--- config.mk ---
export PLATFORM = sky130hd
export DESIGN_NAME = mem_stage
export DESIGN_NICKNAME = d
export VERILOG_FILES = /design/src/rtl/mem_stage_pkg.sv /design/src/rtl/mem_stage_align.sv /design/src/rtl/mem_stage.sv
export SDC_FILE = /design/constraint.sdc
export NUM_CORES = 1
export LEC_CHECK = 0
export ABC_AREA = 0
export BUFFER_PORTS_ARGS = -buffer_cell sky130_fd_sc_hd__buf_2
export CAP_MARGIN = 25
export CELL_PAD_IN_SITES_DETAIL_PLACEMENT = 0
export CELL_PAD_IN_SITES_GLOBAL_PLACEMENT = 1
export CORE_MARGIN = 3
export CORE_UTILIZATION = 35
export DETAILED_ROUTE_END_ITERATION = 10
export HOLD_SLACK_MARGIN = 0.03
export PLACE_DENSITY_LB_ADDON = 0.1
export SYNTH_ARGS = -nofsm -noshare
export SYNTH_HDL_FRONTEND = slang
export SYNTH_SLANG_ARGS = --single-unit
--- constraint.sdc ---
create_clock -name clk -period 3.43 [get_ports clk]
set_input_delay 0.1715 -clock clk [delete_from_list [all_inputs] [get_ports clk]]
set_output_delay 0.1715 -clock clk [all_outputs]
set_load 0.1 [all_outputs]
--- src/rtl/mem_stage_pkg.sv ---
// Purpose: shared widths, memory-op and FSM encodings for the MEM pipeline stage.
// Latency: n/a (types and helper functions only).
// Backpressure: n/a.
package mem_stage_pkg;

    localparam int REG_ADDR_BUS = 5;
    localparam int REG_BUS      = 32;
    localparam int MEM_OP_BUS   = 4;

    localparam logic [MEM_OP_BUS-1:0] MEM_NOP = 4'd0;
    localparam logic [MEM_OP_BUS-1:0] MEM_LB  = 4'd1;
    localparam logic [MEM_OP_BUS-1:0] MEM_LH  = 4'd2;
    localparam logic [MEM_OP_BUS-1:0] MEM_LW  = 4'd3;
    localparam logic [MEM_OP_BUS-1:0] MEM_LBU = 4'd4;
    localparam logic [MEM_OP_BUS-1:0] MEM_LHU = 4'd5;
    localparam logic [MEM_OP_BUS-1:0] MEM_SB  = 4'd6;
    localparam logic [MEM_OP_BUS-1:0] MEM_SH  = 4'd7;
    localparam logic [MEM_OP_BUS-1:0] MEM_SW  = 4'd8;

    localparam logic                    DISABLED      = 1'b0;
    localparam logic [REG_BUS-1:0]      ZERO_WORD     = 32'h0000_0000;
    localparam logic [REG_ADDR_BUS-1:0] NULL_REG_ADDR = 5'b00000;

    typedef enum logic [1:0] {
        ST_IDLE = 2'd0,
        ST_BUSY = 2'd1,
        ST_DONE = 2'd2
    } mem_state_e;

    function automatic logic is_load(input logic [MEM_OP_BUS-1:0] op);
        return (op == MEM_LB) || (op == MEM_LH) || (op == MEM_LW) ||
               (op == MEM_LBU) || (op == MEM_LHU);
    endfunction

    function automatic logic is_store(input logic [MEM_OP_BUS-1:0] op);
        return (op == MEM_SB) || (op == MEM_SH) || (op == MEM_SW);
    endfunction

    function automatic logic is_mem_op(input logic [MEM_OP_BUS-1:0] op);
        return is_load(op) || is_store(op);
    endfunction

endpackage

--- src/rtl/mem_stage_align.sv ---
// Purpose: byte-lane alignment for loads/stores (enables, replicated store data, extended load data).
// Latency: purely combinational.
// Backpressure: none.
// Ports: op/addr_lo select lanes; sdata -> be/wdata for stores; rdata -> ldata for loads.
module mem_align
    import mem_stage_pkg::*;
(
    input  logic [MEM_OP_BUS-1:0] op,
    input  logic [1:0]            addr_lo,
    input  logic [REG_BUS-1:0]    sdata,
    input  logic [REG_BUS-1:0]    rdata,
    output logic [3:0]            be,
    output logic [REG_BUS-1:0]    wdata,
    output logic [REG_BUS-1:0]    ldata
);

    logic [7:0]  lane_b;
    logic [15:0] lane_h;

    always_comb begin
        lane_b = rdata[7:0];
        case (addr_lo)
            2'd1:    lane_b = rdata[15:8];
            2'd2:    lane_b = rdata[23:16];
            2'd3:    lane_b = rdata[31:24];
            default: lane_b = rdata[7:0];
        endcase
        // halfword lane ignores addr_lo[0]: misaligned halfwords round down
        lane_h = addr_lo[1] ? rdata[31:16] : rdata[15:0];
    end

    always_comb begin
        be    = 4'b0000;
        wdata = ZERO_WORD;
        ldata = ZERO_WORD;
        case (op)
            MEM_LB:  ldata = {{24{lane_b[7]}}, lane_b};
            MEM_LBU: ldata = {24'h0, lane_b};
            MEM_LH:  ldata = {{16{lane_h[15]}}, lane_h};
            MEM_LHU: ldata = {16'h0, lane_h};
            MEM_LW:  ldata = rdata;
            MEM_SB: begin
                be    = 4'b0001 << addr_lo;
                wdata = {4{sdata[7:0]}};
            end
            MEM_SH: begin
                be    = 4'b0011 << {addr_lo[1], 1'b0};
                wdata = {2{sdata[15:0]}};
            end
            MEM_SW: begin
                be    = 4'b1111;
                wdata = sdata;
            end
            default: ;
        endcase
    end

endmodule

--- src/rtl/mem_stage.sv ---
// Purpose: MEM pipeline stage; passes ALU results through, runs req/ack data-bus transactions for loads/stores.
// Latency: 0 cycles for non-memory ops; memory ops retire in DONE, 2 cycles after arrival plus bus wait cycles.
// Backpressure: stallreq_mem holds the pipeline while a transaction is pending; stall[3] holds DONE.
// Ports: clk/rst (sync, active low); ex_* from EX/MEM; mem_* to mem_wb; bus_* data-memory bus.
module mem_stage
    import mem_stage_pkg::*;
(
    input  logic                    clk,
    input  logic                    rst,
    input  logic [5:0]              stall,
    input  logic [REG_ADDR_BUS-1:0] ex_wd,
    input  logic                    ex_wreg,
    input  logic [REG_BUS-1:0]      ex_wdata,
    input  logic [MEM_OP_BUS-1:0]   ex_mem_op,
    input  logic [REG_BUS-1:0]      ex_mem_addr,
    input  logic [REG_BUS-1:0]      ex_mem_sdata,
    output logic [REG_ADDR_BUS-1:0] mem_wd,
    output logic                    mem_wreg,
    output logic [REG_BUS-1:0]      mem_wdata,
    output logic                    stallreq_mem,
    output logic                    bus_req,
    output logic                    bus_we,
    output logic [REG_BUS-1:0]      bus_addr,
    output logic [3:0]              bus_be,
    output logic [REG_BUS-1:0]      bus_wdata,
    input  logic                    bus_ack,
    input  logic [REG_BUS-1:0]      bus_rdata
);

    mem_state_e         state_q;
    mem_state_e         state_d;
    logic [REG_BUS-1:0] load_q;
    logic [3:0]         align_be;
    logic [REG_BUS-1:0] align_wdata;
    logic [REG_BUS-1:0] align_ldata;
    logic               stall_unused;

    // only the EX/MEM hold bit matters to this stage
    assign stall_unused = ^{stall[5:4], stall[2:0]};

    // ex_* stay stable through BUSY/DONE because the pipeline is held,
    // so the aligner can work directly off the EX/MEM register
    mem_align u_align (
        .op      (ex_mem_op),
        .addr_lo (ex_mem_addr[1:0]),
        .sdata   (ex_mem_sdata),
        .rdata   (bus_rdata),
        .be      (align_be),
        .wdata   (align_wdata),
        .ldata   (align_ldata)
    );

    always_ff @(posedge clk) begin
        if (!rst) begin
            state_q   <= ST_IDLE;
            bus_req   <= 1'b0;
            bus_we    <= 1'b0;
            bus_addr  <= ZERO_WORD;
            bus_be    <= 4'b0000;
            bus_wdata <= ZERO_WORD;
            load_q    <= ZERO_WORD;
        end else begin
            state_q <= state_d;
            if (state_q == ST_IDLE && is_mem_op(ex_mem_op)) begin
                bus_req   <= 1'b1;
                bus_we    <= is_store(ex_mem_op);
                bus_addr  <= {ex_mem_addr[31:2], 2'b00};
                bus_be    <= align_be;
                bus_wdata <= align_wdata;
            end
            if (state_q == ST_BUSY && bus_ack) begin
                bus_req <= 1'b0;
                load_q  <= align_ldata;
            end
        end
    end

    always_comb begin
        state_d = state_q;
        case (state_q)
            ST_IDLE: if (is_mem_op(ex_mem_op)) state_d = ST_BUSY;
            ST_BUSY: if (bus_ack)              state_d = ST_DONE;
            ST_DONE: if (!stall[3])            state_d = ST_IDLE;
            default:                           state_d = ST_IDLE;
        endcase
    end

    // outputs are forced to their reset values while rst is low so that
    // a combinational pass-through cannot leak stale EX data during reset
    always_comb begin
        mem_wd       = NULL_REG_ADDR;
        mem_wreg     = DISABLED;
        mem_wdata    = ZERO_WORD;
        stallreq_mem = 1'b0;
        if (rst) begin
            case (state_q)
                ST_IDLE: begin
                    if (is_mem_op(ex_mem_op)) begin
                        stallreq_mem = 1'b1;
                    end else begin
                        mem_wd    = ex_wd;
                        mem_wreg  = ex_wreg;
                        mem_wdata = ex_wdata;
                    end
                end
                ST_BUSY: stallreq_mem = 1'b1;
                ST_DONE: begin
                    mem_wd = ex_wd;
                    if (is_load(ex_mem_op)) begin
                        mem_wreg  = ex_wreg;
                        mem_wdata = load_q;
                    end
                end
                default: ;
            endcase
        end
    end

endmodule

Word-level counts from Yosys, hierarchy flattened
Cells that the tools add are included.
{ "word_totals": {"inputBits": 147, "word_cells": 61, "ff_bits": 102} }
{ "op_classes": {"shifts": 2, "n_eq_ne": 16, "bitwise_logic": 1, "mux": 23, "reduce_logical": 12} }
{ "ops": {"columns": ["operator", "n"], "rows": [
  ["case mux 32 bit (5 select lines)", 1],
  ["two-way mux 32 bit", 3],
  ["case mux 32 bit (3 select lines)", 1],
  ["case mux 32 bit (2 select lines)", 1],
  ["case mux 8 bit (3 select lines)", 1],
  ["equality test 4 x 3 -> 1 bit (second input constant)", 4],
  ["two-way mux 16 bit", 1],
  ["case mux 4 bit (3 select lines)", 1],
  ["two-way mux 5 bit", 2],
  ["case mux 5 bit (2 select lines)", 1],
  ["equality test 4 x 2 -> 1 bit (second input constant)", 2],
  ["logical OR 1 bit", 7],
  ["equality test 2 bit (second input constant)", 3],
  ["two-way mux 2 bit", 3],
  ["case mux 2 bit (3 select lines)", 1],
  ["two-way mux 1 bit", 5],
  ["equality test 2 x 1 -> 1 bit (second input constant)", 2],
  ["equality test 4 x 1 -> 1 bit (second input constant)", 1],
  ["equality test 4 bit (second input constant)", 1],
  ["inequality test 2 bit (second input constant)", 2],
  ["case mux 1 bit (2 select lines)", 2],
  ["<< shifter 1 x 2 -> 4 bit (first input constant)", 1],
  ["<< shifter 2 x 2 -> 4 bit (first input constant)", 1],
  ["AND reduction 3 bit", 1],
  ["other kinds (5)", 6]
]} }

Logic depth before layout (Yosys ltp)
Gate-level depths: netlist of run 1.
{ "logic_depth": {"word_depth": 9, "depth_mapped": 7, "depth_no_buf": 4} }

Hierarchy
Synthesis of run 1 repeated with hierarchy kept, for this count alone.
{ "unflattened": {"hier_cells": 802, "hier_area_um2": 6003.3} }
{ "by_module_without_submodules": {"columns": ["mod", "n_inst", "seq_area_each_um2", "cells_per_inst", "area_per_inst_um2"], "rows": [
  ["mem_stage", 1, 2042.0, 625, 4860.9],
  ["mem_align", 1, 0.0, 177, 1142.3]
]} }

Worst setup path after synthesis of run 1
Ideal clock, no wire load.
{ "synth_timing": {"path_type": "input -> output", "from": "in ex_mem_op[2]", "to": "out mem_wreg", "t_arrival_ps": 3300, "path_slack_ps": -41, "required_ps": 3259, "n_path_buf": 1, "cell_stages": 5, "path_cell_list": "buf_4 -> or4_4 -> a21boi_2 -> nor2_1 -> nor3b_1"} }
{ "synth_via": {"elab_chain_cells": 9, "elab_cells_between_ends": 19, "cone_classes": "eq/ne (8); mux (4); reduce/logical (7)"} }
{ "synth_lines": {"columns": ["element", "line_no", "rtl"], "rows": [
  ["from (decl)", "mem_stage.sv:14", "input logic [MEM_OP_BUS-1:0] ex_mem_op,"],
  ["equality test 4 x 1 -> 1 bit / equality test 4 x 2 -> 1 bit (equally long branches)", "mem_stage_pkg.sv:31", "return (op == MEM_LB) || (op == MEM_LH) || (op == MEM_LW) ||"],
  ["logical OR 1 bit (3 in series)", "mem_stage_pkg.sv:31", null],
  ["logical OR 1 bit", "mem_stage_pkg.sv:32", "(op == MEM_LBU) || (op == MEM_LHU);"],
  ["logical OR 1 bit", "mem_stage_pkg.sv:40", "return is_load(op) || is_store(op);"],
  ["two-way mux 1 bit", "mem_stage.sv:98", "if (is_mem_op(ex_mem_op)) begin"],
  ["case mux 1 bit (2 select lines) *", "mem_stage.sv:96", "case (state_q)"],
  ["two-way mux 1 bit *", "mem_stage.sv:95", "if (rst) begin"],
  ["to (decl)", "mem_stage.sv:18", "output logic mem_wreg,"]
]} }
Mark *: on every way between the ends. The rest lies on a longest branch, timed or not.

Worst setup path after layout of run 1
{ "layout_timing": {"from": "reg state_q[0]", "to": "out mem_wreg"} }
{ "layout_via": {"elab_chain_cells": 3, "elab_cells_between_ends": 4, "cone_classes": "eq/ne (1); mux (2); reduce/logical (1)"} }
{ "layout_lines": {"columns": ["element", "line_no", "rtl"], "rows": [
  ["from (decl)", "mem_stage.sv:30", "mem_state_e state_q;"],
  ["from (signal assigned)", "mem_stage.sv:63", "state_q <= state_d;"],
  ["equality test 2 bit / zero test 2 bit (equally long branches)", "mem_stage.sv:96", null],
  ["case mux 1 bit (2 select lines) *", "mem_stage.sv:96", null],
  ["two-way mux 1 bit *", "mem_stage.sv:95", null]
]} }
Marks and branches as above.

==> impl_metrics.csv, run 1 <==
group,metric,value,unit
status,outcome,"completed",
global_route,grt_usage,0.204,
setup_path,crit_required,3.26,ns
timing,worst_pin_slew,0.950,ns
power_and_ir_drop,internal_power,0.00197,W
place,place_congestion,0.864,
clock_network,numClockSinks,102,
timing,setup_viol,0,
routing,drc,0,
place,portBuffers,248,
routing,firstDrtPassIters,6,
clock_network,cts.htree.levels,3,
global_route,grt_pass1_vias,5031,
layout,syn_to_final_growth,34.3,%
setup_path,path_class,"flip-flop to primary output",
global_route,antenna_found_initial,2,
timing,rsz0062_at_grt,"false",
clock_network,clock_latency,0.36,ns
synthesis,yosys_warnings,0,
timing,maxSlewViolCount,0,
floorplan,ios,256,
clock_network,post_cts_buffers,0,
flow_run,cap_violations,0,
layout,fin_area,0.00684,mm²
routing,drtAntennaViolNets,0,
clock_network,cts_root_buffer,"clkbuf_16",
clock_network,cts_tree,"built",
place,hpwl,13.1,mm
floorplan,die_w,127,µm
floorplan,die-area,0.0160,mm²
synthesis,synth_common_cells,"nand2_1, dfxtp_1, nor2_1, a22oi_1, a21oi_1",
power_and_ir_drop,power_leakage,3.09,nW
setup_path,startpoint_type,"flip-flop",
layout,layout.nets,978,
routing,routed_wl,17.1,mm
synthesis,synth_top_area_frac,0.401,
setup_path,crit_path_end_kind,"primary output",
timing,final_hold_viol_count,0,
synthesis,synth_cell_types,57,
synthesis,syn_area_per_cell,8.27,µm²
setup_path,cp_max_fo,33,
layout,n_antenna_cell,0,
floorplan,die_h,127,µm
synthesis,synth.ff_latch_count,102,
power_and_ir_drop,pwr-share-comb,0.302,
global_route,grt_max_degree,45,
clock_network,path_clk_slew,0.07,ns
worst_hold_path,min_path_type,"primary input to flip-flop",
power_and_ir_drop,peakVddDrop,0.000265,V
synthesis,synth_most_common_cell,"nand2_1",
power_and_ir_drop,power_frac_seq,0.392,
timing,period_share,0.805,
timing,fin_ws,0.667,ns
synthesis,netlist_area,0.00509,mm²
synthesis,ys_async_sr_fraction,0,
timing,max_freq,362,MHz
routing,wire_per_inst,16.8,µm
layout,drive_gt1_frac,0.359,
timing,setup_tns,0,ns
clock_network,clk_path_buf_depth,2,
place,preCtsSetupSlack,0.980,ns
floorplan,num_rows,43,
synthesis,yosys-top-cells-area,"dfxtp_1, a22oi_1, nand2_1",
clock_network,cts-buffers-inserted,9,
synthesis,seq_area_frac_synth,0.401,
place,placed_area,0.00654,mm²
power_and_ir_drop,p_sw_frac,0.386,
power_and_ir_drop,p_per_area,469,mW/mm²
power_and_ir_drop,clockPowerShare,0.306,
global_route,overflow,0,
clock_network,hold_buffers,0,
floorplan,fp.coreArea,0.0140,mm²
floorplan,start_util,0.363,
routing,viasPerCell,5.27,
synthesis,netlist_instances,616,
timing,finClkSkew,0.0104,ns
timing,slew_headroom,0.363,
power_and_ir_drop,p_sw,0.00124,W
routing,drt_iter0_drc,315,
setup_path,crit_arrival,2.59,ns
routing,dr_total_vias,5357,
timing,period_needed,2.76,ns
synthesis,synth_edf_count,0,
synthesis,synth_largest_area_cell,"dfxtp_1",
synthesis,synthFlopType,"dfxtp_1",
global_route,grt_pass1_wl,26.5,mm
clock_network,post_cts_resized,0,
[layer usage]
metal  vias up  routed length [µm]  track usage  part of all wire
met5         -                  21            0            0.0012
met4         4                 240       0.0492             0.014
met3        23                1650       0.0699             0.097
met2       245                8250        0.342              0.48
met1      2422                6910        0.254              0.40
li1       2663                   -            -                 -
[worst max-delay path, stage by stage (launching register included)]
cell,delay [ns]
dfxtp_1,0.39
nor2_1,0.52
a21boi_2,0.25
buf_4,0.32
nor2_1,0.12
nor3b_2,0.18
buf_2,0.44
[final cells by class]
| class | count | area [µm²] |
|---|---|---|
| fillers | 1382 | 7200 |
| multi-input cells | 453 | 2770 |
| flip-flops and latches | 102 | 2040 |
| repair buffers | 260 | 1510 |
| clock buffers | 9 | 225 |
| well taps | 180 | 225 |
| clock inverters | 7 | 57.6 |
| inverters | 5 | 18.8 |
[registers in the layout, summed over array words and instances, names as in the netlist]
| register | count |
|---|---|
| bus_wdata | 32 |
| load_q | 32 |
| bus_addr | 30 |
| bus_be | 4 |
| state_q | 2 |
| bus_req | 1 |
| bus_we | 1 |
[cells in the final DEF, fill, tap and decap left out, types with 2 or more instances in the layout]
master	instances
o211ai_1	8
clkbuf_16	9
a22oi_1	64
clkinvlp_4	2
nor2_1	65
a21oi_1	45
conb_1	2
nor4b_4	2
inv_2	2
mux2_2	6
o21ai_0	21
nand2_1	106
inv_6	2
and3_1	3
inv_1	3
dfxtp_1	102
o21a_1	2
buf_12	10
mux4_2	3
nand3b_1	3
o2bb2ai_1	8
nor3_1	4
nand3_1	9
o21ai_1	10
a31oi_1	4
and2_1	6
a21o_1	2
a22o_1	24
buf_2	239
a222oi_1	3
nand2b_1	3
nor3b_1	2
a221oi_1	9
nor2b_1	5
mux2i_1	9
buf_4	9
and3b_1	3
[power groups by stage]
stage	combinational [W]	clock, W	sequential, W
finish	0.000969	0.000983	0.00126
global route	0.00103	0.00107	0.00126
CTS	0.000970	0.00102	0.00126
detailed placement	0.000969	0	0.00128
global placement	0.000953	0	0.00128
floorplan	0.000462	0	0.00155
[kinds of logic after synthesis]
kind of cell	count (synthesis)	synth area share
AOI/OAI and AO/OA	210	0.291
and+or+nand+nor	222	0.200
buffers and inverters	62	0.0621
DFF	102	0.401
other	1	0.000736
muxes	18	0.0442
xor gates and xnor gates	1	0.00172
[per-stage QoR]
| step | hold slack (ns) | std cells | power, W | utilization |
|---|---|---|---|---|
| detailed placement | 0.419 | 999 | 0.00225 | 0.466 |
| floorplan | 0.293 | 617 | 0.00201 | - |
| global route | 0.0399 | 1016 | 0.00336 | 0.487 |
| global placement | 0.406 | 998 | 0.00224 | 0.464 |
| CTS | 0.0377 | 1015 | 0.00324 | 0.486 |
| finish | 0.0471 | 1016 | 0.00321 | 0.487 |
[worst paths after layout]
check,startpoint,endpoint,slack [ns],cells after the start
worst max-delay path,state_q[0],mem_wreg,0.67,6
worst min register to register,bus_be[3],bus_be[3],0.45,2
worst max register to register,state_q[0],bus_wdata[0],1.11,5
worst min-delay path,ex_mem_addr[25],bus_addr[25],0.05,3
(Power assumes the default switching activity.)
==> run 2, diff against run 1 <==
CORE_UTILIZATION = 29   (was 35)
clock period = 2.5 ns   (was 3.43 ns; I/O delays follow)
==> impl_metrics.csv, run 2 (synthesis gave the netlist of run 1 again) <==
group,metric,value,unit
status,outcome,"completed",
clock_network,post_cts_resized,0,
timing,finClkSkew,0.00514,ns
place,portBuffers,248,
floorplan,ios,256,
layout,final_cell_mix,"buf_2, nand2_1, dfxtp_1",
floorplan,die-area,0.0192,mm²
routing,routed_wl,18.6,mm
timing,fin_ws,0.269,ns
floorplan,start_util,0.302,
routing,drt_iter0_drc,267,
setup_path,crit_required,2.38,ns
global_route,grt_pass1_wl,29.3,mm
clock_network,path_clk_slew,0.07,ns
clock_network,numClockSinks,102,
setup_path,r2r_start,"state_q[0]",
timing,period_share,0.892,
worst_hold_path,min_path_type,"primary input to flip-flop",
setup_path,startpoint_type,"flip-flop",
global_route,grt_pass1_vias,5526,
timing,final_hold_viol_count,0,
floorplan,die_w,139,µm
setup_path,crit_chain,"inv_1 > nor4_4 > buf_4 > nor2_1 > nor3b_2 > buf_12",
setup_path,crit_arrival,2.11,ns
place,preCtsSetupSlack,0.486,ns
setup_path,cp_max_fo,33,
layout,layout.nets,1016,
routing,viasPerCell,5.08,
power_and_ir_drop,power_leakage,3.34,nW
timing,max_freq,448,MHz
routing,firstDrtPassIters,5,
setup_path,cp_slowest_cell,"dfxtp_1",
setup_path,crit_path_end_kind,"primary output",
global_route,grt_max_degree,68,
routing,drc,0,
clock_network,cts_tree,"built",
layout,reg_top3,"bus_wdata x32, load_q x32, bus_addr x30",
clock_network,cts.htree.levels,3,
layout,drive_gt1_frac,0.390,
layout,syn_to_final_growth,52.9,%
timing,rsz0062_at_grt,"false",
timing,setup_viol,0,
flow_run,cap_violations,0,
setup_path,path_class,"flip-flop to primary output",
power_and_ir_drop,power.total,0.00456,W
worst_hold_path,hp-start,"stall[3]",
global_route,overflow,0,
timing,maxSlewViolCount,0,
setup_path,startpoint,"state_q[1]",
global_route,antenna_found_initial,3,
routing,dr_total_vias,5572,
place,dp.cells,1046,
clock_network,clk_path_buf_depth,2,
clock_network,clock_latency,0.34,ns
place,hpwl,14.3,mm
floorplan,die_h,139,µm
timing,period_needed,2.23,ns
layout,fillers,1663,
power_and_ir_drop,peakVddDrop,0.000416,V
routing,drtAntennaViolNets,0,
layout,final_common_cell,"buf_2",
worst_hold_path,min_path_cells,3,
layout,final_cells,1097,
power_and_ir_drop,p_per_area,586,mW/mm²
clock_network,cts_root_buffer,"clkbuf_16",
timing,slew_headroom,0.565,
routing,wire_per_inst,17.0,µm
place,place_congestion,0.830,
setup_path,max_stage_delay,0.44,ns
floorplan,num_rows,47,
clock_network,cts-buffers-inserted,9,
setup_path,r2r_cells,3,
timing,setup_tns,0,ns
timing,worst_pin_slew,0.653,ns
floorplan,fp.coreArea,0.0169,mm²
global_route,grt_usage,0.186,
run 2: layout make-up:
cell class	count	area, µm²	area share
Inverter	5	18.8	0.00241
Timing Repair Buffer	298	2300	0.296
Antenna cell	3	7.51	0.000964
Sequential cell	102	2040	0.262
Multi-Input combinational cell	453	2850	0.366
Tap cell	220	275	0.0353
Clock inverter	6	48.8	0.00627
Clock buffer	10	239	0.0307
run 2: where the power goes:
group / leakage [nW] / switching, W / internal, W / total (W)
Sequential: 0.829 / 0.0000355 / 0.00169 / 0.00172
Clock: 0.145 / 0.000652 / 0.000710 / 0.00136
Combinational: 2.37 / 0.00104 / 0.000435 / 0.00148
run 2: final timing paths:
path,slack [ns],endpoint
setup / recovery,0.27,mem_wreg
hold / removal,0.06,state_q[1]
setup reg to reg,0.70,load_q[8]
hold reg to reg,0.45,bus_be[0]
run 2: metrics by stage:
stage	utilization	area, µm²	hold WS (ns)
5_1_grt	0.461	7790	0.0551
2_1_floorplan	-	5190	0.249
6_report	0.461	7790	0.0582
4_1_cts	0.460	7770	0.0396
3_3_place_gp	0.424	7150	0.364
3_5_place_dp	0.425	7170	0.370
run 2: repair_timing:
action	CTS	global route
setup buffers	0	0
hold endpoints to repair	31	0
hold buffers	31	0
run 2: per-layer routing:
metal	track usage	share of wire	vias to the layer above	wire length, µm
li1	-	-	2737	-
met1	0.227	0.42	2604	7900
met5	0	0.00070	-	13
met2	0.312	0.48	204	8980
met3	0.0548	0.072	25	1340
met4	0.0712	0.021	2	398
run 2: critical path, delay by kind of cell, from the launching register on:
kind,cells,cell delay [ns]
flip-flops,1,0.44
AND/OR/NAND/NOR,3,0.60
buffers and inverters,3,0.70
